`src/rtl/smp_ctrl.sv`:
```
// Debug-halt controller: forwards host accesses to per-core control endpoints and,
// on a breakpoint, halts the remaining cores and raises an interrupt when they stop.
module smp_ctrl #(
    parameter int N_CORES     = 4,
    parameter bit SYNC_EN_RST = 1'b1,
    parameter int TIMEOUT     = 1024
) (
    input  logic                   clk,
    input  logic                   rst_n,
    input  logic                   avl_address,
    input  logic                   avl_read,
    input  logic                   avl_write,
    input  logic [31:0]            avl_writedata,
    input  logic [3:0]             avl_byteenable,
    output logic [31:0]            avl_readdata,
    output logic                   avl_waitrequest,
    output logic [N_CORES-1:0]     pe_write,
    output logic [8*N_CORES-1:0]   pe_writedata,
    input  logic [8*N_CORES-1:0]   pe_readdata,
    output logic                   irq
);

    typedef enum logic [1:0] {
        S_IDLE        = 2'd0,
        S_HALT_REQ    = 2'd1,
        S_WAIT_HALTED = 2'd2,
        S_DONE        = 2'd3
    } state_t;

    localparam logic [15:0] TIMEOUT_LAST = 16'(TIMEOUT - 1);

    state_t                 state_q, state_d;
    logic [N_CORES-1:0]     pe_write_q, pe_write_d;
    logic [8*N_CORES-1:0]   pe_writedata_q, pe_writedata_d;
    logic [31:0]            readdata_q, readdata_d;
    logic                   waitreq_q, waitreq_d;
    logic                   irq_pending_q, irq_pending_d;
    logic                   timeout_q, timeout_d;
    logic                   sync_en_q, sync_en_d;
    logic [3:0]             break_src_q, break_src_d;
    logic [3:0]             halted_mask_q, halted_mask_d;
    logic [3:0]             bp_hist_q, bp_hist_d;
    logic [15:0]            cnt_q, cnt_d;

    logic [3:0]             cpu_halted_s, bp_s, alive_s, bp_rise_s;
    logic [31:0]            rd_ext_s, status_s;
    logic                   all_halted_s, acc_s, wr_s, rd_s;

    // Unpack per-core status lanes into fixed 4-bit vectors; unused cores read as 0.
    always_comb begin
        cpu_halted_s = 4'b0000;
        bp_s         = 4'b0000;
        alive_s      = 4'b0000;
        rd_ext_s     = 32'h0000_0000;
        rd_ext_s[8*N_CORES-1:0] = pe_readdata;
        for (int i = 0; i < N_CORES; i++) begin
            cpu_halted_s[i] = pe_readdata[8*i];
            bp_s[i]         = pe_readdata[8*i+1];
            alive_s[i]      = pe_readdata[8*i+2];
        end
    end

    assign bp_rise_s    = bp_s & ~bp_hist_q;
    assign all_halted_s = &(cpu_halted_s | ~alive_s);
    assign acc_s        = ~waitreq_q & (avl_read | avl_write);
    assign wr_s         = acc_s & avl_write;
    assign rd_s         = acc_s & avl_read;
    assign status_s     = {8'h00, halted_mask_q, break_src_q, 6'h00, timeout_q, irq_pending_q,
                           6'h00, (state_q != S_IDLE), sync_en_q};

    // Host access decode followed by the sync-halt FSM; FSM sets come last so they win over W1C.
    always_comb begin
        state_d        = state_q;
        pe_write_d     = '0;
        pe_writedata_d = pe_writedata_q;
        readdata_d     = readdata_q;
        irq_pending_d  = irq_pending_q;
        timeout_d      = timeout_q;
        sync_en_d      = sync_en_q;
        break_src_d    = break_src_q;
        halted_mask_d  = halted_mask_q;
        cnt_d          = cnt_q;
        bp_hist_d      = bp_s;

        if (wr_s && !avl_address) begin
            pe_write_d     = avl_byteenable[N_CORES-1:0];
            pe_writedata_d = avl_writedata[8*N_CORES-1:0];
        end else if (wr_s && avl_address) begin
            if (avl_byteenable[0]) begin
                sync_en_d = avl_writedata[0];
            end else begin
                sync_en_d = sync_en_q;
            end
            if (avl_byteenable[1] && avl_writedata[8]) begin
                irq_pending_d = 1'b0;
            end else begin
                irq_pending_d = irq_pending_q;
            end
            if (avl_byteenable[1] && avl_writedata[9]) begin
                timeout_d = 1'b0;
            end else begin
                timeout_d = timeout_q;
            end
        end else begin
            pe_write_d = '0;
        end

        if (rd_s) begin
            readdata_d = avl_address ? status_s : rd_ext_s;
        end else begin
            readdata_d = readdata_q;
        end

        // The halt pulse is launched from HALT_REQ, so it lands in the cycle where
        // any host write held off by waitrequest is only being accepted.
        case (state_q)
            S_IDLE: begin
                if (sync_en_q && (|bp_rise_s)) begin
                    state_d     = S_HALT_REQ;
                    break_src_d = bp_rise_s;
                    cnt_d       = 16'h0000;
                end else begin
                    state_d = S_IDLE;
                end
            end
            S_HALT_REQ: begin
                state_d        = S_WAIT_HALTED;
                break_src_d    = break_src_q | bp_rise_s;
                pe_write_d     = ~break_src_q[N_CORES-1:0];
                pe_writedata_d = {N_CORES{8'h02}};
            end
            S_WAIT_HALTED: begin
                break_src_d = break_src_q | bp_rise_s;
                cnt_d       = cnt_q + 16'h0001;
                if (all_halted_s) begin
                    state_d = S_DONE;
                end else if (cnt_q == TIMEOUT_LAST) begin
                    state_d   = S_DONE;
                    timeout_d = 1'b1;
                end else begin
                    state_d = S_WAIT_HALTED;
                end
            end
            S_DONE: begin
                break_src_d   = break_src_q | bp_rise_s;
                irq_pending_d = 1'b1;
                halted_mask_d = cpu_halted_s;
                state_d       = S_IDLE;
            end
            default: begin
                state_d = S_IDLE;
            end
        endcase

        waitreq_d = (state_d == S_HALT_REQ);
    end

    // State and output registers.
    always_ff @(posedge clk or negedge rst_n) begin
        if (!rst_n) begin
            state_q        <= S_IDLE;
            pe_write_q     <= '0;
            pe_writedata_q <= '0;
            readdata_q     <= 32'h0000_0000;
            waitreq_q      <= 1'b0;
            irq_pending_q  <= 1'b0;
            timeout_q      <= 1'b0;
            sync_en_q      <= SYNC_EN_RST;
            break_src_q    <= 4'b0000;
            halted_mask_q  <= 4'b0000;
            bp_hist_q      <= 4'b0000;
            cnt_q          <= 16'h0000;
        end else begin
            state_q        <= state_d;
            pe_write_q     <= pe_write_d;
            pe_writedata_q <= pe_writedata_d;
            readdata_q     <= readdata_d;
            waitreq_q      <= waitreq_d;
            irq_pending_q  <= irq_pending_d;
            timeout_q      <= timeout_d;
            sync_en_q      <= sync_en_d;
            break_src_q    <= break_src_d;
            halted_mask_q  <= halted_mask_d;
            bp_hist_q      <= bp_hist_d;
            cnt_q          <= cnt_d;
        end
    end

    assign avl_readdata    = readdata_q;
    assign avl_waitrequest = waitreq_q;
    assign pe_write        = pe_write_q;
    assign pe_writedata    = pe_writedata_q;
    assign irq             = irq_pending_q;

endmodule
```
`config.mk`:
```
export PLATFORM = sky130hd
export DESIGN_NAME = smp_ctrl
export DESIGN_NICKNAME = d
export VERILOG_FILES = /design/src/rtl/smp_ctrl.sv
export SDC_FILE = /design/constraint.sdc
export NUM_CORES = 1
export LEC_CHECK = 0
export BUFFER_PORTS_ARGS = -buffer_cell sky130_fd_sc_hd__buf_2
export CORE_MARGIN = 4
export CORE_UTILIZATION = 54
export DETAILED_ROUTE_END_ITERATION = 10
export GPL_TIMING_DRIVEN = 0
export HOLD_SLACK_MARGIN = 0.03
export PLACE_DENSITY = 0.84
export SLEW_MARGIN = 20
export SYNTH_ARGS = -nofsm -noshare
export SYNTH_HDL_FRONTEND = slang
export SYNTH_SLANG_ARGS = --single-unit
```
`constraint.sdc`:
```
create_clock -name clk -period 5 [get_ports clk]
set_clock_uncertainty 0.05 [all_clocks]
set_input_delay 1 -clock clk [delete_from_list [all_inputs] [get_ports clk]]
set_output_delay 1 -clock clk [all_outputs]
set_load 0.02 [all_outputs]
```
==> summary.txt <==
Yosys
  • Synthesized netlist cell count: 384
  • Synthesized Nets: 463
  • Sequential cell area fraction in the yosys report: 58.7%
  • Mean area per synthesized cell: 11.3 um^2
  • Share of synthesized flip-flops with an asynchronous set or reset: 100%
  • Number of synthesized flops with an enable pin: 0
  • Post-synth top flop: sky130_fd_sc_hd__dfrtp_1
  • Seq cells post-synth: 102
  • Mapped cell area: 4350 um^2
  • Number of distinct library cell variants in the gate-level netlist after synthesis: 47
  • Number of warnings printed during yosys synthesis: 0

Die
  • Placeable core region: 7770 um^2
  • Initial core utilization: 56.0%
  • Die Y: 97.8 um
  • Die width: 97.8 um
  • Top-level I/O count: 143
  • Die area: 9560 um^2
  • Number of standard-cell rows in the floorplan: 32

Worst setup path
  • Crit path launch type: primary input
  • Sum of buffers and inverters on the critical path: 2
  • Slowest CP cell: sky130_fd_sc_hd__o41ai_4
  • Startpoint of the lowest-slack register-to-register path: state_q[0]
  • Largest stage delay, worst path: 560 ps
  • Worst setup slack for register-to-register paths: 2840 ps
  • Worst EP arrival: 2420 ps
  • Required time of the critical path: 5230 ps
  • Path type of the worst setup path: in -> reg
  • Worst R2R End: cnt_q[8]
  • FF-to-FF path depth: 7
  • Category of cells accounting for the largest share of critical-path delay: compound AO/OA/AOI/OAI gates
  • Kind of end point of the critical path: flip-flop
  • Ordered cell list for the critical path: buf_2, nor2b_4, o41ai_4, and2_1, buf_6, o31ai_1, a21oi_1
  • Maximum net fanout on the critical path: 8

Timing
  • Actual transition at the worst max-transition pin: 580 ps
  • Setup-violating endpoint count in the final report: 0
  • Final critical-path setup slack: 2810 ps
  • Clock period minus worst slack: 2190 ps
  • Unrepaired setup endpoints after global routing: no
  • Period utilization: 43.8%
  • Fmax achieved: 456 MHz
  • Worst slew margin relative to its limit: 61.2%
  • Final max-slew violation count: 0
  • Sum of negative setup slack: 0 ps
  • Number of hold violations in the final report: 0

GRT
  • GRT Overall Usage: 22.6%
  • Pin count of the biggest net entering global routing: 61
  • Via count of the first global-routing pass: 3542
  • First-pass GRT wire length: 17.6 mm
  • Gr ovfl total: 0
  • Antenna violations before repair: 0

Place
  • Final estimated routing congestion in global placement: 0.797
  • Placed wire-length estimate after detailed placement: 7.90 mm
  • Post-placement setup slack: 2500 ps
  • Port buffer count: 141

Detailed routing
  • Total detailed-routing wirelength: 10.5 mm
  • Post-DRT Antenna Nets: 0
  • Overall via count from detail_route: 3520
  • First-pass iteration count of the detailed router: 4
  • Number of vias per cell after detailed routing: 5.47
  • DRC violation count after routing: 0
  • Initial DRC Count: 179
  • Average wire length per cell after detail routing: 16.3 um

Clocking
  • Count of H-tree levels built during CTS: 3
  • Library cell used as clock root buffer: sky130_fd_sc_hd__clkbuf_8
  • Number of cells upsized or downsized after cts: 0
  • TritonCTS sink count: 102
  • Worst-Skew Late Latency: 370 ps
  • Clk buf depth: 2
  • Post-CTS setup-driven buffer insertion count: 0
  • Number of buffers added to fix hold violations after cts: 0
  • Clock tree from TritonCTS: yes
  • Clock buffer count from CTS: 9
  • Clk slew on worst S/H paths: 100 ps

Finish
  • Fillers: 582
  • P&R area growth vs syn: 24.0%
  • Fraction of layout instances using a drive strength above 1: 33.6%
  • Layout Utilization: 69.5%
  • Nets@finish: 616
  • Total inserted antenna cells: 0

Pwr
  • Pwr Density: 560 nW/um^2
  • Largest voltage drop on the vdd net: 0.387 mV
  • Leakage Power: 2.70 nW

Status
  • Result of the run: complete, no violations

Hold path
  • Start point of the worst min-delay path: avl_readdata[0]
  • Worst Hold Path EP: avl_readdata[0]
  • Number of cells on the worst hold path: 2
  • Hold crit path type: reg -> reg

Run
  • Number of max-cap violations: 0
where the power goes:
part           internal (W)  switching, W
Sequential          0.00112      0.000184
Combinational      0.000467      0.000764
Clock              0.000187      0.000295
sequential cells by signal, summed over array words and instances (netlist names):
register and count:
avl_readdata 32, avl_waitrequest 1, bp_hist_q 4, break_src_q 4
cnt_q 16, halted_mask_q 4, irq 1, pe_write 4
pe_writedata 32, state_q 2, sync_en_q 1, timeout_q 1
cell usage after synthesis, types with 2 or more instances:
cell type                     n  area [um^2]
sky130_fd_sc_hd__and2_1       3         18.8
sky130_fd_sc_hd__mux2_2       5         56.3
sky130_fd_sc_hd__a32o_1       2         20.0
sky130_fd_sc_hd__or3_1        3         18.8
sky130_fd_sc_hd__ha_1         6         75.1
sky130_fd_sc_hd__nand2_1     51          191
sky130_fd_sc_hd__nand3_1      3         15.0
sky130_fd_sc_hd__buf_2        5         25.0
sky130_fd_sc_hd__nor2b_4      3         41.3
sky130_fd_sc_hd__and3_1       2         12.5
sky130_fd_sc_hd__a2111oi_1    2         20.0
sky130_fd_sc_hd__clkbuf_1    13         48.8
sky130_fd_sc_hd__o31ai_1      4         30.0
sky130_fd_sc_hd__nand2b_1    25          156
sky130_fd_sc_hd__o22a_1       4         35.0
sky130_fd_sc_hd__o21ai_0     47          235
sky130_fd_sc_hd__mux2i_1     12          120
sky130_fd_sc_hd__a21oi_1      9         45.0
sky130_fd_sc_hd__or4_1        2         15.0
sky130_fd_sc_hd__nand4_1      5         31.3
sky130_fd_sc_hd__xnor2_1      5         43.8
sky130_fd_sc_hd__inv_1        6         22.5
sky130_fd_sc_hd__a22o_1      32          280
sky130_fd_sc_hd__nor2_1      12         45.0
sky130_fd_sc_hd__dfrtp_1    101         2530
cells by family after synthesis:
family	synth area share (%)
flops	58.7
compound gates	17.1
xor+xnor	1.21
simple gates	14.6
mux	4.06
fa+ha+maj	1.73
buf+inv	2.65
worst min-delay path: stages (launching register included):
cell and delay (ps):
sky130_fd_sc_hd__dfrtp_1 350, sky130_fd_sc_hd__nand2_1 50, sky130_fd_sc_hd__o21ai_0 60
per-layer routing:
metal,vias to the layer above,part of all wire [%],global-route usage [%]
met5,-,0,0
met1,1694,44,30.6
li1,1664,-,-
met2,139,48,36.8
met3,23,5.9,4.43
met4,0,2.1,7.56
final cells by class:
class                      instances  area (um^2)  area share (%)
multi-input combinational        256         1680            31.2
sequential                       102         2550            47.3
timing repair buffer             142          739            13.7
buffer                            20         92.6            1.72
inverter                           6         22.5           0.417
clock buffer                       9          124            2.30
clock inverter                     7         55.1            1.02
tap                              102          128            2.36
per-stage QoR:
stage,cells,hold slack (ps),instance area [um^2],power [W]
6_report,644,434,5400,0.00302
5_1_grt,644,462,5400,0.00321
4_1_cts,644,438,5400,0.00304
3_5_place_dp,628,416,5220,0.00256
3_3_place_gp,627,406,5180,0.00251
2_1_floorplan,384,397,4350,0.00209
layout by cell type (no fill, tap or decap), types with 6 or more instances in the layout:
| cell | synthesis | routed |
|---|---|---|
| sky130_fd_sc_hd__buf_2 | 5 | 145 |
| sky130_fd_sc_hd__nand2_1 | 51 | 51 |
| sky130_fd_sc_hd__nand2b_1 | 25 | 25 |
| sky130_fd_sc_hd__clkbuf_1 | 13 | 13 |
| sky130_fd_sc_hd__a22o_1 | 32 | 32 |
| sky130_fd_sc_hd__ha_1 | 6 | 6 |
| sky130_fd_sc_hd__a21oi_1 | 9 | 9 |
| sky130_fd_sc_hd__inv_1 | 6 | 6 |
| sky130_fd_sc_hd__clkbuf_8 | 0 | 9 |
| sky130_fd_sc_hd__mux2i_1 | 12 | 12 |
| sky130_fd_sc_hd__o21ai_0 | 47 | 47 |
| sky130_fd_sc_hd__dfrtp_1 | 101 | 101 |
| sky130_fd_sc_hd__nor2_1 | 12 | 12 |
worst max path at each step:
stage | startpoint | to | slack [ps] | cells past startpoint
6_report | pe_readdata[25] | cnt_q[8] | 2810 | 7
5_1_grt | state_q[0] | cnt_q[8] | 2740 | 7
4_1_cts | pe_readdata[25] | cnt_q[8] | 2840 | 7
3_5_place_dp | pe_readdata[25] | cnt_q[8] | 2500 | 7
3_3_place_gp | rst_n | pe_writedata[14] | 1850 | 1
2_1_floorplan | pe_readdata[25] | cnt_q[1] | 2760 | 5
Power figures use the tool's default switching activity.
